==> src/rtl/hazard_pkg.sv <==
// Shared types and constants for the pipeline hazard unit.
package hazard_pkg;
   localparam int REG_ADDR_W  = 4;
   localparam int FLUSH_MAX   = 3;
   localparam int FLUSH_CNT_W = $clog2(FLUSH_MAX + 1);

   typedef enum logic [1:0] {
      RUN      = 2'd0,
      MEM_WAIT = 2'd1,
      FLUSH    = 2'd2
   } hz_state_e;
endpackage

==> src/rtl/hazard_unit_if.sv <==
// Pipeline-side hazard interface: operand/dest info in, stall/flush controls out.
interface hazard_unit_if;
   import hazard_pkg::*;

   logic [REG_ADDR_W-1:0] id_rs1;
   logic [REG_ADDR_W-1:0] id_rs2;
   logic                  id_rs1_used;
   logic                  id_rs2_used;
   logic [REG_ADDR_W-1:0] ex_reg_dst;
   logic                  ex_is_load;
   logic                  branch_taken;
   logic                  mem_req;
   logic                  mem_ready;
   logic                  pc_stall;
   logic                  if_id_stall;
   logic                  id_ex_stall;
   logic                  ex_mem_stall;
   logic                  if_id_flush;
   logic                  id_ex_bubble;

   modport master (
      output id_rs1, id_rs2, id_rs1_used, id_rs2_used, ex_reg_dst, ex_is_load,
             branch_taken, mem_req, mem_ready,
      input  pc_stall, if_id_stall, id_ex_stall, ex_mem_stall, if_id_flush, id_ex_bubble
   );

   modport slave (
      input  id_rs1, id_rs2, id_rs1_used, id_rs2_used, ex_reg_dst, ex_is_load,
             branch_taken, mem_req, mem_ready,
      output pc_stall, if_id_stall, id_ex_stall, ex_mem_stall, if_id_flush, id_ex_bubble
   );
endinterface

==> src/rtl/hazard_sat_cnt.sv <==
// Saturating event counter; clr wins over inc.
module hazard_sat_cnt #(
   parameter int W = 16
) (
   input  logic         clk,
   input  logic         rst,
   input  logic         clr,
   input  logic         inc,
   output logic [W-1:0] cnt
);
   logic [W-1:0] cnt_q, cnt_d;

   always_comb begin
      cnt_d = cnt_q;
      if (clr)                      cnt_d = '0;
      else if (inc && cnt_q != '1)  cnt_d = cnt_q + 1'b1;
   end

   always_ff @(posedge clk) begin
      if (rst) cnt_q <= '0;
      else     cnt_q <= cnt_d;
   end

   assign cnt = cnt_q;
endmodule

==> src/rtl/hazard_unit.sv <==
// Hazard unit: memory-wait freeze, taken-branch flush window, load-use stall.
// Optional perf counters under `HAZARD_PERF_EN.
module hazard_unit
   import hazard_pkg::*;
#(
   parameter int FLUSH_CYCLES = 1
) (
   input  logic             clk,
   input  logic             rst,
   hazard_unit_if.slave     hz
`ifdef HAZARD_PERF_EN
   ,
   input  logic             perf_clr,
   output logic [15:0]      stall_cycles,
   output logic [15:0]      flush_count
`endif
);
   localparam logic [FLUSH_CNT_W-1:0] FLUSH_LOAD = FLUSH_CNT_W'(FLUSH_CYCLES - 1);

   hz_state_e              state_q, state_d;
   logic [FLUSH_CNT_W-1:0] flush_cnt_q, flush_cnt_d;
   logic                   load_use, mem_wait;
   logic                   stall_all, ld_stall, flush;

   assign load_use = hz.ex_is_load &&
                     ((hz.id_rs1_used && hz.id_rs1 == hz.ex_reg_dst) ||
                      (hz.id_rs2_used && hz.id_rs2 == hz.ex_reg_dst));
   assign mem_wait = hz.mem_req && !hz.mem_ready;

   always_comb begin
      state_d     = state_q;
      flush_cnt_d = flush_cnt_q;
      stall_all   = 1'b0;
      ld_stall    = 1'b0;
      flush       = 1'b0;
      unique case (state_q)
         RUN: begin
            if (mem_wait) begin
               stall_all = 1'b1;
               state_d   = MEM_WAIT;
            end else if (hz.branch_taken) begin
               flush       = 1'b1;
               flush_cnt_d = FLUSH_LOAD;
               state_d     = (FLUSH_LOAD != '0) ? FLUSH : RUN;
            end else if (load_use) begin
               ld_stall = 1'b1;
            end
         end
         MEM_WAIT: begin
            // Remaining flush cycles survive the wait and resume afterwards.
            if (!hz.mem_ready) stall_all = 1'b1;
            else               state_d   = (flush_cnt_q != '0) ? FLUSH : RUN;
         end
         FLUSH: begin
            if (mem_wait) begin
               stall_all = 1'b1;
               state_d   = MEM_WAIT;
            end else begin
               flush       = 1'b1;
               flush_cnt_d = flush_cnt_q - 1'b1;
               if (flush_cnt_q == 1) state_d = RUN;
            end
         end
         default: begin
            state_d     = RUN;
            flush_cnt_d = '0;
         end
      endcase
   end

   always_ff @(posedge clk) begin
      if (rst) begin
         state_q     <= RUN;
         flush_cnt_q <= '0;
      end else begin
         state_q     <= state_d;
         flush_cnt_q <= flush_cnt_d;
      end
   end

   // Outputs are forced low for the whole reset cycle, not just after the edge.
   assign hz.pc_stall     = !rst && (stall_all || ld_stall);
   assign hz.if_id_stall  = !rst && (stall_all || ld_stall);
   assign hz.id_ex_stall  = !rst && stall_all;
   assign hz.ex_mem_stall = !rst && stall_all;
   assign hz.if_id_flush  = !rst && flush;
   assign hz.id_ex_bubble = !rst && (flush || ld_stall);

`ifdef HAZARD_PERF_EN
   logic br_accept;
   assign br_accept = !rst && state_q == RUN && hz.branch_taken && !mem_wait;

   hazard_sat_cnt #(.W(16)) u_stall_cnt (
      .clk (clk),
      .rst (rst),
      .clr (perf_clr),
      .inc (hz.pc_stall),
      .cnt (stall_cycles)
   );

   hazard_sat_cnt #(.W(16)) u_flush_cnt (
      .clk (clk),
      .rst (rst),
      .clr (perf_clr),
      .inc (br_accept),
      .cnt (flush_count)
   );
`endif
endmodule

==> src/flat_wrapper.sv <==
// flat-port wrapper written by rule: the top's interface ports become plain ports
module hazard_unit_flat import hazard_pkg::*;
#(
   parameter int FLUSH_CYCLES = 1
)
  (clk, rst, hz_id_rs1, hz_id_rs2, hz_id_rs1_used, hz_id_rs2_used, hz_ex_reg_dst, hz_ex_is_load, hz_branch_taken, hz_mem_req, hz_mem_ready, hz_pc_stall, hz_if_id_stall, hz_id_ex_stall, hz_ex_mem_stall, hz_if_id_flush, hz_id_ex_bubble);
  hazard_unit_if hz_i ();
  input  logic clk;
  input  logic rst;
  input wire logic [$bits(hz_i.id_rs1)-1:0] hz_id_rs1;
  input wire logic [$bits(hz_i.id_rs2)-1:0] hz_id_rs2;
  input wire logic [$bits(hz_i.id_rs1_used)-1:0] hz_id_rs1_used;
  input wire logic [$bits(hz_i.id_rs2_used)-1:0] hz_id_rs2_used;
  input wire logic [$bits(hz_i.ex_reg_dst)-1:0] hz_ex_reg_dst;
  input wire logic [$bits(hz_i.ex_is_load)-1:0] hz_ex_is_load;
  input wire logic [$bits(hz_i.branch_taken)-1:0] hz_branch_taken;
  input wire logic [$bits(hz_i.mem_req)-1:0] hz_mem_req;
  input wire logic [$bits(hz_i.mem_ready)-1:0] hz_mem_ready;
  output wire logic [$bits(hz_i.pc_stall)-1:0] hz_pc_stall;
  output wire logic [$bits(hz_i.if_id_stall)-1:0] hz_if_id_stall;
  output wire logic [$bits(hz_i.id_ex_stall)-1:0] hz_id_ex_stall;
  output wire logic [$bits(hz_i.ex_mem_stall)-1:0] hz_ex_mem_stall;
  output wire logic [$bits(hz_i.if_id_flush)-1:0] hz_if_id_flush;
  output wire logic [$bits(hz_i.id_ex_bubble)-1:0] hz_id_ex_bubble;
  assign hz_i.id_rs1 = hz_id_rs1;
  assign hz_i.id_rs2 = hz_id_rs2;
  assign hz_i.id_rs1_used = hz_id_rs1_used;
  assign hz_i.id_rs2_used = hz_id_rs2_used;
  assign hz_i.ex_reg_dst = hz_ex_reg_dst;
  assign hz_i.ex_is_load = hz_ex_is_load;
  assign hz_i.branch_taken = hz_branch_taken;
  assign hz_i.mem_req = hz_mem_req;
  assign hz_i.mem_ready = hz_mem_ready;
  assign hz_pc_stall = hz_i.pc_stall;
  assign hz_if_id_stall = hz_i.if_id_stall;
  assign hz_id_ex_stall = hz_i.id_ex_stall;
  assign hz_ex_mem_stall = hz_i.ex_mem_stall;
  assign hz_if_id_flush = hz_i.if_id_flush;
  assign hz_id_ex_bubble = hz_i.id_ex_bubble;
  hazard_unit #(.FLUSH_CYCLES(FLUSH_CYCLES)) u_core (.clk(clk), .rst(rst), .hz(hz_i));
endmodule
==> config.mk <==
export PLATFORM = sky130hd
export DESIGN_NAME = hazard_unit_flat
export DESIGN_NICKNAME = d
export VERILOG_FILES = /design/src/rtl/hazard_pkg.sv /design/src/rtl/hazard_unit_if.sv /design/src/rtl/hazard_sat_cnt.sv /design/src/rtl/hazard_unit.sv /design/src/flat_wrapper.sv
export SDC_FILE = /design/constraint.sdc
export NUM_CORES = 1
export LEC_CHECK = 0
export ABC_AREA = 1
export CAP_MARGIN = 20
export CORE_MARGIN = 2
export CORE_UTILIZATION = 25
export CTS_CLUSTER_DIAMETER = 30
export DETAILED_ROUTE_END_ITERATION = 7
export PLACE_DENSITY = 0.57
export SYNTH_ARGS = -nofsm -noshare
export SYNTH_HDL_FRONTEND = slang
export SYNTH_SLANG_ARGS = --single-unit
export TNS_END_PERCENT = 30
==> constraint.sdc <==
create_clock -name clk -period 1.1 [get_ports clk]
set_input_delay 0.22 -clock clk [delete_from_list [all_inputs] [get_ports clk]]
set_output_delay 0.22 -clock clk [all_outputs]
set_load 0.02 [all_outputs]
---- Word level (Yosys, flattened, before mapping) ----
Cells that the tools add are included.
operators by class
  eq/ne operators ......................... 11
  muxes and demuxes ....................... 21
  reductions and logical operators ........ 18
  $add $sub $neg .......................... 1
  bitwise gates (word level) .............. 1
operator list
  operator                                                             count
  2-bit two-way mux                                                    8
  2-bit one-hot mux with 3 select lines                                2
  1-bit two-way mux                                                    9
  4-bit == test                                                        2
  1-bit logical AND                                                    8
  2-bit != test (second input constant)                                4
  2-bit by 1-bit == test with 1-bit output (second input constant)     2
  1-bit one-hot mux with 2 select lines                                2
  4-bit AND reduction                                                  1
  1-bit logical OR                                                     3
  3-bit by 1-bit != test with 1-bit output (second input constant)     1
  3-bit by 2-bit != test with 1-bit output (second input constant)     1
  3-bit AND reduction                                                  1
  2-bit == test (second input constant)                                1
  1-bit zero test                                                      2
  2-bit zero test                                                      1
  2-bit nonzero test                                                   1
  2-bit OR reduction                                                   1
  2-bit by 1-bit subtractor with 2-bit output (second input constant)  1
  1-bit NOT                                                            1
storage, ports and cells
  register bits ........................... 4
  logic and storage cells ................. 54
  input port bits ......................... 20

---- Depth between registers and ports, before layout ----
Gate-level depths: netlist of the first run.
  depth after elaboration ................. 10
  depth in mapped cells ................... 9
  mapped depth without buffers ............ 8

---- Least setup slack after synthesis of the first run ----
Ideal clock, no wire load.
  kind .................................... reg-to-output
  start point ............................. register u_core.state_q[0]
  end point ............................... output hz_pc_stall
  setup slack ............................. -0.248 ns
  data required time ...................... 0.880 ns
  arrival ................................. 1.128 ns
  path buffers ............................ 1
  stages on the path, launching flop included .. 8
  path through ............................ dfxtp_1 inv_2 nor2_2 nand2_1 o21ai_1 nand2_1 nand2_1 buf_4
on the way
  longest elaborated chain between the ends .. 5
  elaborated cells between the ends (all ways) .. 8
ends and longest elaborated chain
  what                                              RTL line            RTL
  start: declaration                                hazard_unit.sv:20   hz_state_e state_q, state_d;
  start signal: assignment                          hazard_unit.sv:76   state_q <= state_d;
  2-bit == test or 2-bit zero test (tied branches)  hazard_unit.sv:36   unique case (state_q)
  2-bit OR reduction (no source line)               --
  1-bit one-hot mux with 2 select lines             hazard_unit.sv:36
  1-bit logical OR *                                --
  1-bit logical AND *                               --
  end: declaration                                  flat_wrapper.sv:19  output wire logic [$bits(hz_i.pc_stall)-1:0] hz_pc_stall;
Every way passes the cells marked *; elsewhere a longest branch is shown, timed or not.

---- Worst setup path in the final report of the first run ----
  start point ............................. register u_core.state_q[0]
  end point ............................... output hz_pc_stall
on the way
  longest elaborated chain between the ends .. 5
  elaborated cells between the ends (all ways) .. 8
ends and longest elaborated chain
  what                                              RTL line           RTL
  2-bit == test or 2-bit zero test (tied branches)  hazard_unit.sv:36
  2-bit OR reduction (no source line)               --
  1-bit one-hot mux with 2 select lines             hazard_unit.sv:36
  1-bit logical OR *                                hazard_unit.sv:82  assign hz.pc_stall = !rst && (stall_all || ld_stall);
  1-bit logical AND *                               hazard_unit.sv:82
Marked as above.

==> results of run 1 <==
critical path: stages, from the launching register on:
cell,delay (ns)
dfxtp_2,0.34
inv_4,0.05
nor2_4,0.08
nand2_2,0.06
o21ai_2,0.06
nand2_2,0.10
nand2_2,0.09
buf_6,0.12
flip-flops by register name, indices dropped and copies added, names as in the netlist:
| name | flops |
|---|---|
| u_core.flush_cnt_q | 2 |
| u_core.state_q | 2 |
metal layers:
metal,vias up,GRT usage,part of all wire,wire length (µm)
li1,324,-,-,-
met1,231,0.188,0.51,630
met2,9,0.242,0.46,564
met3,0,0.0353,0.033,41
met4,0,0.0343,0,0
met5,-,0,0,0
area by class of cell:
class,count,area [µm²],share of cell area
Tap cell,25,31.3,0.0374
Clock buffer,3,22.5,0.0269
Inverter,17,66.3,0.0792
Multi-Input combinational cell,61,325,0.389
Sequential cell,4,86.3,0.103
Timing Repair Buffer,36,305,0.365
worst max-delay path by stage:
stage,from,end,cells after the start
detailed placement,hz_ex_reg_dst[1],hz_id_ex_bubble,10
global route,hz_id_rs2[3],hz_pc_stall,9
global placement,hz_ex_reg_dst[1],hz_id_ex_bubble,10
CTS,u_core.state_q[1],hz_pc_stall,6
floorplan,u_core.state_q[0],hz_pc_stall,7
finish,u_core.state_q[0],hz_pc_stall,7
power by group:
part,total [mW],internal (mW),switching [mW]
sequential,0.160,0.154,0.00631
combinational,0.256,0.132,0.124
clock,0.174,0.121,0.0523
total,0.590,0.407,0.183
cell usage in the layout, fill, tap and decap left out, types with 2 or more instances in the layout:
master / synthesis / routed
buf_6: 0 / 6
xnor2_1: 2 / 2
clkbuf_4: 0 / 3
ha_1: 2 / 2
nand2_1: 31 / 26
nor2_2: 2 / 3
nand3_1: 4 / 3
dlygate4sd2_1: 0 / 12
nor2_1: 15 / 12
nand2_2: 0 / 5
nor2_4: 0 / 2
clkbuf_2: 0 / 4
dfxtp_2: 0 / 2
clkdlybuf4s15_1: 0 / 2
inv_1: 16 / 12
buf_4: 2 / 11
inv_2: 1 / 4
per-stage QoR:
step / hold WS (ns) / std cells / cell area (µm²)
finish: 0.313 / 146 / 837
global route: 0.316 / 146 / 837
CTS: 0.307 / 146 / 842
detailed placement: 0.486 / 141 / 796
global placement: 0.476 / 141 / 796
floorplan: 0.292 / 84 / 465
repair_timing:
item | CTS | global route
pin swaps | 19 | 18
resized for setup | 68 | 11
setup buffers | 2 | 0
gates cloned | 0 | 0
setup endpoints to repair | 9 | 9
kinds of logic (layout without fill, tap and decap cells):
logic type               count (synthesis)  count (layout)  synth area share
flip-flops                               4               4             0.180
AND/OR/NAND/NOR                         55              55             0.522
adder cells (fa/ha/maj)                  2               2            0.0562
XOR/XNOR                                 2               2            0.0393
buffers and inverters                   19              56             0.177
AO/OA/AOI/OAI                            2               2            0.0253
==> metrics.csv, run 1 <==
metric,value,unit
status,"finished, violations left",
failed_checks,setup timing,
ys.flop_type,dfxtp_1,
fin_ws,-0.242,ns
yosysMostFrequentCell,nand2_1,
cts_tree,done,
dp_slack,-1.03,ns
htreeDepth,1,
fin_tns_setup,-1.25,ns
drt-wirelength-per-cell,8.47,µm
cts_hold_buf,0,
slew_headroom,0.864,
worstRegToRegCells,6,
grt_usage,0.146,
cts_root_buffer,clkbuf_4,
hpwlAfterDp,1060,µm
slew_viol_final,0,
die_area,2140,µm²
drt-total-wl,1240,µm
finClkSkew,0.00446,ns
grt_pass1_wl,2260,µm
vias_per_cell,3.86,
endpoint_kind,primary output,
synth_cell_type_count,15,
finalPower,0.590,mW
synth_edf_count,0,
clock-sinks,4,
core_area,1710,µm²
ys_top_cells_by_count,"nand2_1 (31), inv_1 (16), nor2_1 (15), dfxtp_1 (4), nand3_1 (4)",
rows,15,
area_growth,87.9,%
clockBufferDepth,2,
yosys_warnings,0,
mappedNetlistNets,106,
portBuffers,25,
yosys.area.top_type,nand2_1,
fmax,745,MHz
synth_area_leaders,"nand2_1 (26%), dfxtp_1 (18%), inv_1 (13%)",
leakage,0.476,nW
grt_max_degree,5,
tightest_slew,0.203,ns
syn_area,445,µm²
grt_pass1_vias,567,
ys_seq_elements,4,
synth_cells,84,
critPathKind,flip-flop to primary output,
hold_path_end,u_core.state_q[1],
drt-pass1-iter-count,3,
drcViolationCount,0,
n_antenna_cell,0,
antenna_found_initial,0,
min_from,rst,
via_count,564,
ys_async_sr_fraction,0,
hold_depth,2,
io_pins,26,
ir_drop,0.000758,V
clk_latency,0.23,ns
r2r_start,u_core.flush_cnt_q[0],
ant_nets,0,
rrSetupSlack,0.01,ns
yosys.area.top_type_share,0.261,
final_layout_size_suffix_gt1_frac,0.372,
rsz0062_at_grt,yes,
critPathMaxFanout,3,
final-hold-violation-count,0,
drtIter0Drc,11,
r2r_end,u_core.flush_cnt_q[1],
start_util,0.261,
start_kind,flip-flop,
cts_made_buffers,3,
post-route-util,0.490,
maxCapViolCount,0,
fp.dieH,46.2,µm
pwr_density_cell,705,nW/µm²
num-fill-cells,180,
hold_path.class,input port to flip-flop,
seq_area_frac_synth,0.180,
die_w,46.2,µm
finalCriticalPeriod,1.34,ns
period_share,1.22,
cp.arrival,1.12,ns
cts.clk_slew.worst_paths,0.03,ns
gp_congestion,0.801,
syn_avg_cell_area,5.30,µm²
cp.required,0.88,ns
grt_overflow,0,
fin_nets,145,
finalSetupViolations,6,
(Power assumes the default switching activity.)
==> run 2: changes to the inputs <==
--- a/config.mk
+++ b/config.mk
@@ -14,5 +14,6 @@
 export PLACE_DENSITY = 0.57
 export SYNTH_ARGS = -nofsm -noshare
 export SYNTH_HDL_FRONTEND = slang
+export SYNTH_HIERARCHICAL = 1
 export SYNTH_SLANG_ARGS = --single-unit
 export TNS_END_PERCENT = 30
==> run 2 against run 1 <==
  * The run still ends with setup timing left
  * Clock skew grew 0.0015 ns
  * Critical path depth grew 1
  * Sequential cell count is the same
  * Sequential power is essentially flat
  * Via count grew 6.9%
  * Die area shrank 0.26%
  * Maximum frequency shrank 8.5%
  * Synthesized area shrank 0.28%
  * Largest power group unchanged
==> metrics.csv, run 2 <==
metric,value,unit,change
layout_commonest_cell,nand2_1,,
clockBufferDepth,2,,unchanged
rsz0062_at_grt,yes,,
routed-wl-met2,651,µm,+15%
hold_depth,2,,unchanged
finalSetupViolations,8,,+2
wl_met3,51,µm,+24%
syn_avg_cell_area,5.35,µm²,+0.92%
pwr_density_cell,707,nW/µm²,+0.31%
grt_pass1_wl,2070,µm,-8.2%
cp.arrival,1.25,ns,+0.13 ns
start_util,0.263,,+0.00216
critPathMaxFanout,4,,+1
drt-total-wl,1320,µm,+6.5%
drt-wirelength-per-cell,9.34,µm,+10%
yosys.area.top_type_share,0.262,,+0.000736
ys_seq_elements,4,,unchanged
place_area,808,µm²,+1.6%
syn_area,444,µm²,-0.28%
grt_overflow,0,,unchanged
htreeDepth,1,,unchanged
grt_pass1_vias,544,,-4.1%
fin_cells,141,,-3.4%
fp.dieH,46.2,µm,-0.13%
failed_checks,setup timing,,
yosysMostFrequentCell,nand2_1,,
clk_latency,0.23,ns,about the same
finalCriticalPeriod,1.47,ns,+0.125 ns
status,"finished, violations left",,
yosys.area.top_type,nand2_1,,
cp.required,0.88,ns,about the same
multi_input_area,339,µm²,+4.2%
critPathKind,flip-flop to primary output,,
antenna_found_initial,0,,unchanged
mappedNetlistNets,105,,-0.94%
clock-sinks,4,,unchanged
seq_area_frac_synth,0.180,,+0.000506
grt_max_degree,5,,unchanged
finClkSkew,0.00597,ns,+0.00151 ns
ant_nets,0,,unchanged
final_cell_area,890,µm²,+6.3%
cts_tree,done,,
slew_viol_final,0,,unchanged
ff_latch_area,86.3,µm²,unchanged
area_growth,100,%,
reg_top3,"u_core/flush_cnt_q: 2 flops, u_core/state_q: 2 flops",,
ir_drop,0.000480,V,-37%
via_count,603,,+6.9%
vias_per_cell,4.28,,+11%
drtIter0Drc,10,,-1
dp_cells,134,,-5.0%
num-fill-cells,186,,+3.3%
hpwlAfterDp,1000,µm,-5.7%
gp_congestion,0.813,,+1.6%
layout_common_cells,"nand2_1 (26), dlygate4sd2_1 (16), nor2_1 (13), buf_4 (13), inv_1 (10)",,
grt_usage,0.131,,-0.0143
fmax,682,MHz,-8.5%
cts.clk_slew.worst_paths,0.04,ns,about the same
synth_area_leaders,"nand2_1 (26%), dfxtp_1 (18%), nor2_1 (12%)",,
portBuffers,25,,unchanged
ys.flop_type,dfxtp_1,,
hold_path.class,flip-flop to flip-flop,,
ys_top_cells_by_count,"nand2_1 (31), nor2_1 (14), inv_1 (11), inv_2 (5), dfxtp_1 (4)",,
die_area,2130,µm²,-0.26%
hold_path_end,u_core/flush_cnt_q[1],,
core_area,1690,µm²,-1.1%
io_pins,26,,unchanged
period_share,1.33,,+0.114
synth_edf_count,0,,unchanged
min_from,u_core/flush_cnt_q[1],,
n_antenna_cell,0,,unchanged
leakage,0.500,nW,+5.2%
top_layer_used,met3,,
tightest_slew,0.218,ns,+0.0142 ns
endpoint_kind,primary output,,
rrSetupSlack,-0.10,ns,-0.11 ns
final_layout_size_suffix_gt1_frac,0.371,,-0.000933
worstRegToRegCells,9,,+3
slew_headroom,0.854,,-0.00953
die_w,46.2,µm,-0.13%
r2r_start,u_core/state_q[0],,
start_kind,flip-flop,,
synth_cell_type_count,16,,+1
yosys_warnings,6,,+6
drt-pass1-iter-count,4,,+1
r2r_end,u_core/state_q[1],,
rows,15,,unchanged
met1_length,614,µm,-2.5%
maxCapViolCount,0,,unchanged
cts_made_buffers,3,,unchanged
synth_cells,83,,-1.2%
fin_nets,148,,+2.1%
drcViolationCount,0,,unchanged
fin_ws,-0.367,ns,-0.125 ns
cts_root_buffer,clkbuf_4,,
cts_hold_buf,0,,unchanged
ys_async_sr_fraction,0,,unchanged
final-hold-violation-count,0,,unchanged
==> run 2: how the worst max path moves through the flow <==
| stage | start | end | slack (ns) | depth (start not counted) |
|---|---|---|---|---|
| 6_report | u_core/state_q[0] | hz_if_id_stall | -0.37 | 8 |
| 5_1_grt | u_core/state_q[0] | hz_if_id_stall | -0.44 | 8 |
| 4_1_cts | u_core/state_q[0] | hz_if_id_stall | -0.35 | 8 |
| 3_5_place_dp | hz_ex_reg_dst[0] | hz_if_id_stall | -0.99 | 10 |
| 3_3_place_gp | hz_ex_reg_dst[0] | hz_if_id_stall | -0.98 | 10 |
| 2_1_floorplan | u_core/state_q[1] | hz_pc_stall | -0.14 | 6 |
==> run 2: kinds of logic (layout without fill, tap and decap cells) <==
kind of cell               Yosys count  count (layout)  synth area share
buffers and inverters               18              59             0.169
AOI/OAI and AO/OA                    2               2            0.0254
xor gates and xnor gates             2               2            0.0394
and+or+nand+nor                     55              55             0.530
adders and majority gates            2               2            0.0563
DFF                                  4               4             0.180
==> run 2: where the power goes <==
part	total [mW]	leakage, nW	internal (mW)	switching [mW]
clock network	0.183	0.0138	0.122	0.0607
logic	0.286	0.452	0.152	0.133
registers	0.160	0.0343	0.154	0.00659
total	0.629	0.500	0.428	0.201
==> run 2: repair_timing <==
action	4_1_cts	5_1_grt
setup buffers	3	1
endpoints found under the setup margin	9	9
pin swaps	18	3
gates resized for setup	64	4
gates cloned	0	0
endpoints found under the hold margin	0	0
==> run 2: metrics by stage <==
step / setup TNS [ns] / worst slack, ns / power [mW] / hold WS, ns / util
finish: -1.92 / -0.367 / 0.629 / 0.490 / 0.527
global route: -2.48 / -0.436 / 0.678 / 0.538 / 0.527
CTS: -1.76 / -0.347 / 0.616 / 0.488 / 0.516
detailed placement: -6.67 / -0.992 / 0.435 / 0.479 / 0.479
global placement: -6.65 / -0.983 / 0.433 / 0.471 / 0.479
floorplan: -0.366 / -0.145 / 0.290 / 0.285 / -
==> run 2: layout make-up <==
class | instances | area share
flip-flops and latches | 4 | 0.0970
inverters | 16 | 0.0703
well taps | 17 | 0.0239
clock buffers | 3 | 0.0253
repair buffers | 40 | 0.402
multi-input cells | 61 | 0.381
==> run 2: worst max-delay path: stages, from the launching register on <==
cell and delay, ns:
dfxtp_2 0.35, inv_4 0.05, nor2_4 0.09, nand2_2 0.06, o21ai_2 0.07, nand2_2 0.09, buf_6 0.12, nand2_4 0.06
buf_6 0.11
==> run 2: metal layers <==
layer / vias to the layer above / track usage
li1: 327 / -
met1: 260 / 0.170
met2: 16 / 0.231
met3: 0 / 0.0235
met4: 0 / 0.0171
met5: - / 0
